===== src/rtl/uart_pkg.sv =====
// Shared definitions for the UART transmitter: FSM encoding, frame geometry, default baud divisor.
// No logic of its own; latency and backpressure are defined by the modules that import it.
package uart_pkg;

    localparam int FRAME_BITS           = 8;
    localparam int DEFAULT_CLKS_PER_BIT = 10417;

    typedef enum logic [1:0] {
        IDLE  = 2'd0,
        START = 2'd1,
        DATA  = 2'd2,
        STOP  = 2'd3
    } tx_state_t;

    // Counter width for a divisor, kept at least one bit wide for degenerate divisors.
    function automatic int cnt_width(input int n);
        return (n > 1) ? $clog2(n) : 1;
    endfunction

endpackage


===== src/rtl/sync_fifo.sv =====
// Generic single-clock FIFO; read data is the combinational head entry.
// Latency: one cycle from push to empty=0; push is dropped while the registered full flag is set.
module sync_fifo #(
    parameter int WIDTH = 8,
    parameter int DEPTH = 4
) (
    input  logic             clk,
    input  logic             rst,
    input  logic             push,
    input  logic [WIDTH-1:0] push_data,
    input  logic             pop,
    output logic [WIDTH-1:0] pop_data,
    output logic             full,
    output logic             empty
);

    localparam int AW = $clog2(DEPTH);

    logic [WIDTH-1:0] mem [DEPTH];
    logic [AW-1:0]    wr_ptr;
    logic [AW-1:0]    rd_ptr;
    logic [AW:0]      count;
    logic             do_push;
    logic             do_pop;

    // Flags come straight from the registered count, so a same-cycle pop never frees a slot early.
    assign full     = (count == (AW+1)'(DEPTH));
    assign empty    = (count == '0);
    assign do_push  = push && !full;
    assign do_pop   = pop && !empty;
    assign pop_data = mem[rd_ptr];

    always_ff @(posedge clk) begin
        if (rst) begin
            wr_ptr <= '0;
            rd_ptr <= '0;
            count  <= '0;
        end else begin
            if (do_push) begin
                wr_ptr <= wr_ptr + 1'b1;
            end
            if (do_pop) begin
                rd_ptr <= rd_ptr + 1'b1;
            end
            case ({do_push, do_pop})
                2'b10:   count <= count + 1'b1;
                2'b01:   count <= count - 1'b1;
                default: count <= count;
            endcase
        end
    end

    always_ff @(posedge clk) begin
        if (do_push) begin
            mem[wr_ptr] <= push_data;
        end
    end

endmodule


===== src/rtl/uart_tx.sv =====
// 8N1 UART transmitter fed by a small byte FIFO; tx is registered and idles high.
// Latency: byte written into an empty FIFO while idle drives the start bit two edges later; writes dropped while full.
module uart_tx
    import uart_pkg::*;
#(
    parameter int CLKS_PER_BIT = DEFAULT_CLKS_PER_BIT,
    parameter int FIFO_DEPTH   = 4
) (
    input  logic       clk,
    input  logic       rst,
    input  logic       wr_en,
    input  logic [7:0] wr_data,
    output logic       full,
    output logic       empty,
    output logic       busy,
    output logic       tx
);

    localparam int                CNT_W     = cnt_width(CLKS_PER_BIT);
    localparam logic [CNT_W-1:0]  BAUD_LAST = CNT_W'(CLKS_PER_BIT - 1);
    localparam logic [2:0]        LAST_BIT  = 3'(FRAME_BITS - 1);

    tx_state_t  state;
    tx_state_t  state_nxt;
    logic [CNT_W-1:0] baud_cnt;
    logic [2:0] bit_idx;
    logic [7:0] shreg;
    logic [7:0] fifo_dat;
    logic       pop;
    logic       bit_done;
    logic       tx_nxt;

    sync_fifo #(
        .WIDTH (8),
        .DEPTH (FIFO_DEPTH)
    ) u_fifo (
        .clk       (clk),
        .rst       (rst),
        .push      (wr_en),
        .push_data (wr_data),
        .pop       (pop),
        .pop_data  (fifo_dat),
        .full      (full),
        .empty     (empty)
    );

    assign bit_done = (baud_cnt == BAUD_LAST);

    always_ff @(posedge clk) begin
        if (rst) begin
            state <= IDLE;
        end else begin
            state <= state_nxt;
        end
    end

    always_comb begin
        state_nxt = state;
        case (state)
            IDLE: begin
                if (!empty) begin
                    state_nxt = START;
                end
            end
            START: begin
                if (bit_done) begin
                    state_nxt = DATA;
                end
            end
            DATA: begin
                if (bit_done && (bit_idx == LAST_BIT)) begin
                    state_nxt = STOP;
                end
            end
            STOP: begin
                // Chain straight into the next start bit when more data is queued.
                if (bit_done) begin
                    state_nxt = empty ? IDLE : START;
                end
            end
            default: state_nxt = IDLE;
        endcase
    end

    always_comb begin
        pop    = 1'b0;
        tx_nxt = 1'b1;
        busy   = (state != IDLE);
        case (state)
            IDLE: begin
                pop    = !empty;
                tx_nxt = 1'b1;
            end
            START: begin
                tx_nxt = 1'b0;
            end
            DATA: begin
                tx_nxt = shreg[0];
            end
            STOP: begin
                pop    = bit_done && !empty;
                tx_nxt = 1'b1;
            end
            default: begin
                pop    = 1'b0;
                tx_nxt = 1'b1;
            end
        endcase
    end

    // tx trails the state register by one edge, which keeps every bit exactly CLKS_PER_BIT wide.
    always_ff @(posedge clk) begin
        if (rst) begin
            tx       <= 1'b1;
            baud_cnt <= '0;
            bit_idx  <= '0;
            shreg    <= '0;
        end else begin
            tx <= tx_nxt;
            if ((state == IDLE) || bit_done) begin
                baud_cnt <= '0;
            end else begin
                baud_cnt <= baud_cnt + 1'b1;
            end
            if (pop) begin
                shreg <= fifo_dat;
            end else if ((state == DATA) && bit_done) begin
                shreg <= {1'b0, shreg[7:1]};
            end
            if ((state == DATA) && bit_done) begin
                bit_idx <= bit_idx + 1'b1;
            end
        end
    end

endmodule


===== config.mk =====
export PLATFORM = sky130hd
export DESIGN_NAME = uart_tx
export DESIGN_NICKNAME = d
export VERILOG_FILES = /design/src/rtl/uart_pkg.sv /design/src/rtl/sync_fifo.sv /design/src/rtl/uart_tx.sv
export SDC_FILE = /design/constraint.sdc
export NUM_CORES = 1
export LEC_CHECK = 0
export BUFFER_PORTS_ARGS = -buffer_cell sky130_fd_sc_hd__buf_2
export CELL_PAD_IN_SITES_DETAIL_PLACEMENT = 0
export CELL_PAD_IN_SITES_GLOBAL_PLACEMENT = 1
export CORE_ASPECT_RATIO = 0.5
export CORE_UTILIZATION = 50
export CTS_CLUSTER_SIZE = 24
export DETAILED_ROUTE_END_ITERATION = 8
export PLACE_DENSITY = 0.83
export SLEW_MARGIN = 30
export SYNTH_ARGS = -nofsm -noshare
export SYNTH_HDL_FRONTEND = slang
export SYNTH_SLANG_ARGS = --single-unit
export TNS_END_PERCENT = 20

===== constraint.sdc =====
create_clock -name clk -period 3.3 [get_ports clk]
set_clock_uncertainty 0.2 [all_clocks]
set_input_delay 0.165 -clock clk [delete_from_list [all_inputs] [get_ports clk]]
set_output_delay 0.165 -clock clk [all_outputs]
set_load 0.02 [all_outputs]

==> impl_results.md <==
- WL met1: 2525 um
- Clock latency on the worst-skew pair: about 0.34 ns
- Worst-path clk slew: 0.06 ns
- Cell family with most CP delay: adder cells
- Total power: 0.002972 W
- Vias in the first global route: 1813
- Final setup fails: 0
- Relative slew slack: 60.22%
- Crit-path max FO: 5
- Global route total overflow: 0
- Top layer in use: met4
- Core Rows: 20
- Chip width: 114.4 um
- Max-slew violations: 0
- TritonCTS clock tree: built
- Initial antenna violation count: 0
- Synth cell count leaders: 37 x dfxtp_1, 32 x edfxtp_1, 15 x ha_1, 14 x inv_1
- Post-synth top flop: dfxtp_1
- Antenna diode count: 0
- H-tree depth: 3
- Worst-path cell chain: inv_1 -> ha_1 -> or2_1 -> or2_1 -> inv_2 -> ha_1 -> inv_1 -> fa_1 -> xor2_1 -> or3_1 -> a21oi_1
- Vias/cell: 5.104
- Post-route minimum period: 2.895 ns
- CTS Buffer Depth: 2
- Slowest-stage cell, CP: dfxtp_1
- # port buffers: 14
- Mapped Area: 0.003156 mm^2
- Yosys top cell area share: 30.45%
- Synth Register Bits: roughly 70
- Num CTS Buffers: 9
- Post-Syn Instances: 247
- Synth cell types: 48
- Hold slack: 0.05995 ns
- WL met2: 2391 um
- Core Footprint: 0.006081 mm^2
- First-pass DRT Iterations: 4
- Leakage: ~1.3 nW
- Die Area: 0.006652 mm^2
- Gpl congestion: ~0.79
- First-pass GRT wire length: 8487 um
- Met3 wire length: 148 um
- # Post-CTS Setup Buffers: 0
- Final instance area: 0.003705 mm^2
- Routed WL: 5084 um
- DRC: 0
- Initial core utilization: 51.89%
- Fmax: 0.3454 GHz
- Wirelength per Cell: approximately 14 um
- RSZ-0062 raised after global routing: false
- Measured slew at the worst slew-check pin: just under 0.6 ns
- CP Launch Type: register
- Synth Warn #: 0
- Fraction of registers with async set/reset: 0%
- Post-DP Area: 0.003293 mm^2
- IO Count: 15
- Final #Nets: 299
- Vias post-DR: 1863
- Hold Path Class: in -> reg
- Pwr Density: 802.2 mW/mm^2
- Mapped Nets: 274
- Iteration-0 DRC Markers: 71
- Crit path capture type: register
- Root buffer cell: clkbuf_16
- Max Cap Viol: 0
- WP data required: 3.37 ns
- Total negative slack: 0 ns
- Buffers and inverters on the worst path: 3
- CTS Hold Bufs: 8
- Final period utilization: 87.73%
- Tot GR Track Use: between 10% and 20%
- Synthesized area per cell: approximately 13 um^2
- Largest net degree at the start of global routing: 24
- Data arrival, critical path: around 3 ns
- Sequential area share after synthesis: a little over half
- Vert. Die Dim: 58.18 um
- Ranking of synthesized cells by area: edfxtp_1 30%, dfxtp_1 23%, ha_1 5.9%
- VDD IR-drop max: 0.5095 mV
- Share of post-route cells with drive strength above 1: between 20% and 30%
- CTS Sinks: 69
- Placed wire-length estimate: 3396 um
- Area growth syn-to-layout: 17.41%
- Post-synth EDFFs: 32
- Max stage delay on crit path: 0.41 ns
- Cell taking the most area after synthesis: edfxtp_1
- Final ANT Viol Nets: 0
- Top-count cell post-synth: dfxtp_1
- Status: finished, final reports clean
- CP Class: reg -> reg
- Final hold vios: 0
- # resized after CTS: 0
-- kinds of logic after synthesis --
logic type	synth area share (%)
and+or+nand+nor	15.66
DFF	53.93
xor gates and xnor gates	3.886
AOI/OAI and AO/OA	7.217
buffers and inverters	3.846
muxes	8.882
adders and majority gates	6.582
-- report_power, final --
part	internal (W)	switching, W
clock network	0.000672	0.000379
registers	0.00103	0.0000831
logic	0.000345	0.000465
-- path summary, 6_finish.rpt --
path | slack (ns) | cells past startpoint | to | start
max | 0.40 | 11 | u_fifo.count[2] | state[0]
min | 0.06 | 2 | bit_idx[0] | rst
max reg2reg | 0.40 | 11 | u_fifo.count[2] | state[0]
min reg2reg | 0.28 | 1 | baud_cnt[0] | baud_cnt[0]
-- layout by cell type (no fill, tap or decap), types with 2 or more instances in the layout --
master          n
a211oi_2        6
a21oi_1         9
and2_1          6
and3_1          3
and4_1          3
buf_2          14
buf_4           3
bufinv_16       2
clkbuf_16       9
dfxtp_1        37
dlygate4sd3_1   8
edfxtp_1       32
ha_1           15
inv_1          14
inv_6           2
mux2i_1        10
mux4_2          8
nand2_1         6
nand3_1         5
nor2_1         10
nor2_2          2
nor2_4          8
nor2b_1         3
nor3_1         10
nor3b_1         3
o21ai_0         3
o31ai_1         4
or2_1           3
or3_1           3
or4_1           2
xnor2_1         5
xor2_1          9
-- stage by stage --
step                cells  util, %  setup slack, ns
finish                365    60.93           0.4049
CTS                   365    60.91           0.4321
global route          365    60.93           0.2845
detailed placement    341    54.16           0.4460
global placement      341    54.16           0.5363
floorplan             247        -           0.4253
-- sequential cells by signal, indices dropped and copies added (netlist names), named ones only --
signal and cells:
u_fifo.count 3, baud_cnt 14, shreg 8, tx 1
u_fifo.mem 32, u_fifo.wr_ptr 2, u_fifo.rd_ptr 2, bit_idx 3
state 2
-- worst reg2reg max path, stage by stage (launching register included) --
cell	delay, ns
dfxtp_1	0.41
inv_1	0.13
ha_1	0.34
or2_1	0.24
or2_1	0.26
inv_2	0.05
ha_1	0.17
inv_1	0.06
fa_1	0.38
xor2_1	0.16
or3_1	0.30
a21oi_1	0.14
-- cell type report --
type | instances | area (um^2)
fillers | 486 | 2376
flip-flops and latches | 69 | 1702
multi-input cells | 152 | 1334
clock buffers | 9 | 225.2
repair buffers | 25 | 172.7
well taps | 88 | 110.1
clock inverters | 7 | 105.1
inverters | 15 | 56.30
-- metal layers --
layer | global-route usage [%] | vias up
li1 | - | 943
met5 | 0 | -
met1 | 21.21 | 897
met4 | 7.792 | 0
met3 | 8.473 | 2
met2 | 28.40 | 21
(Power assumes the default switching activity.)
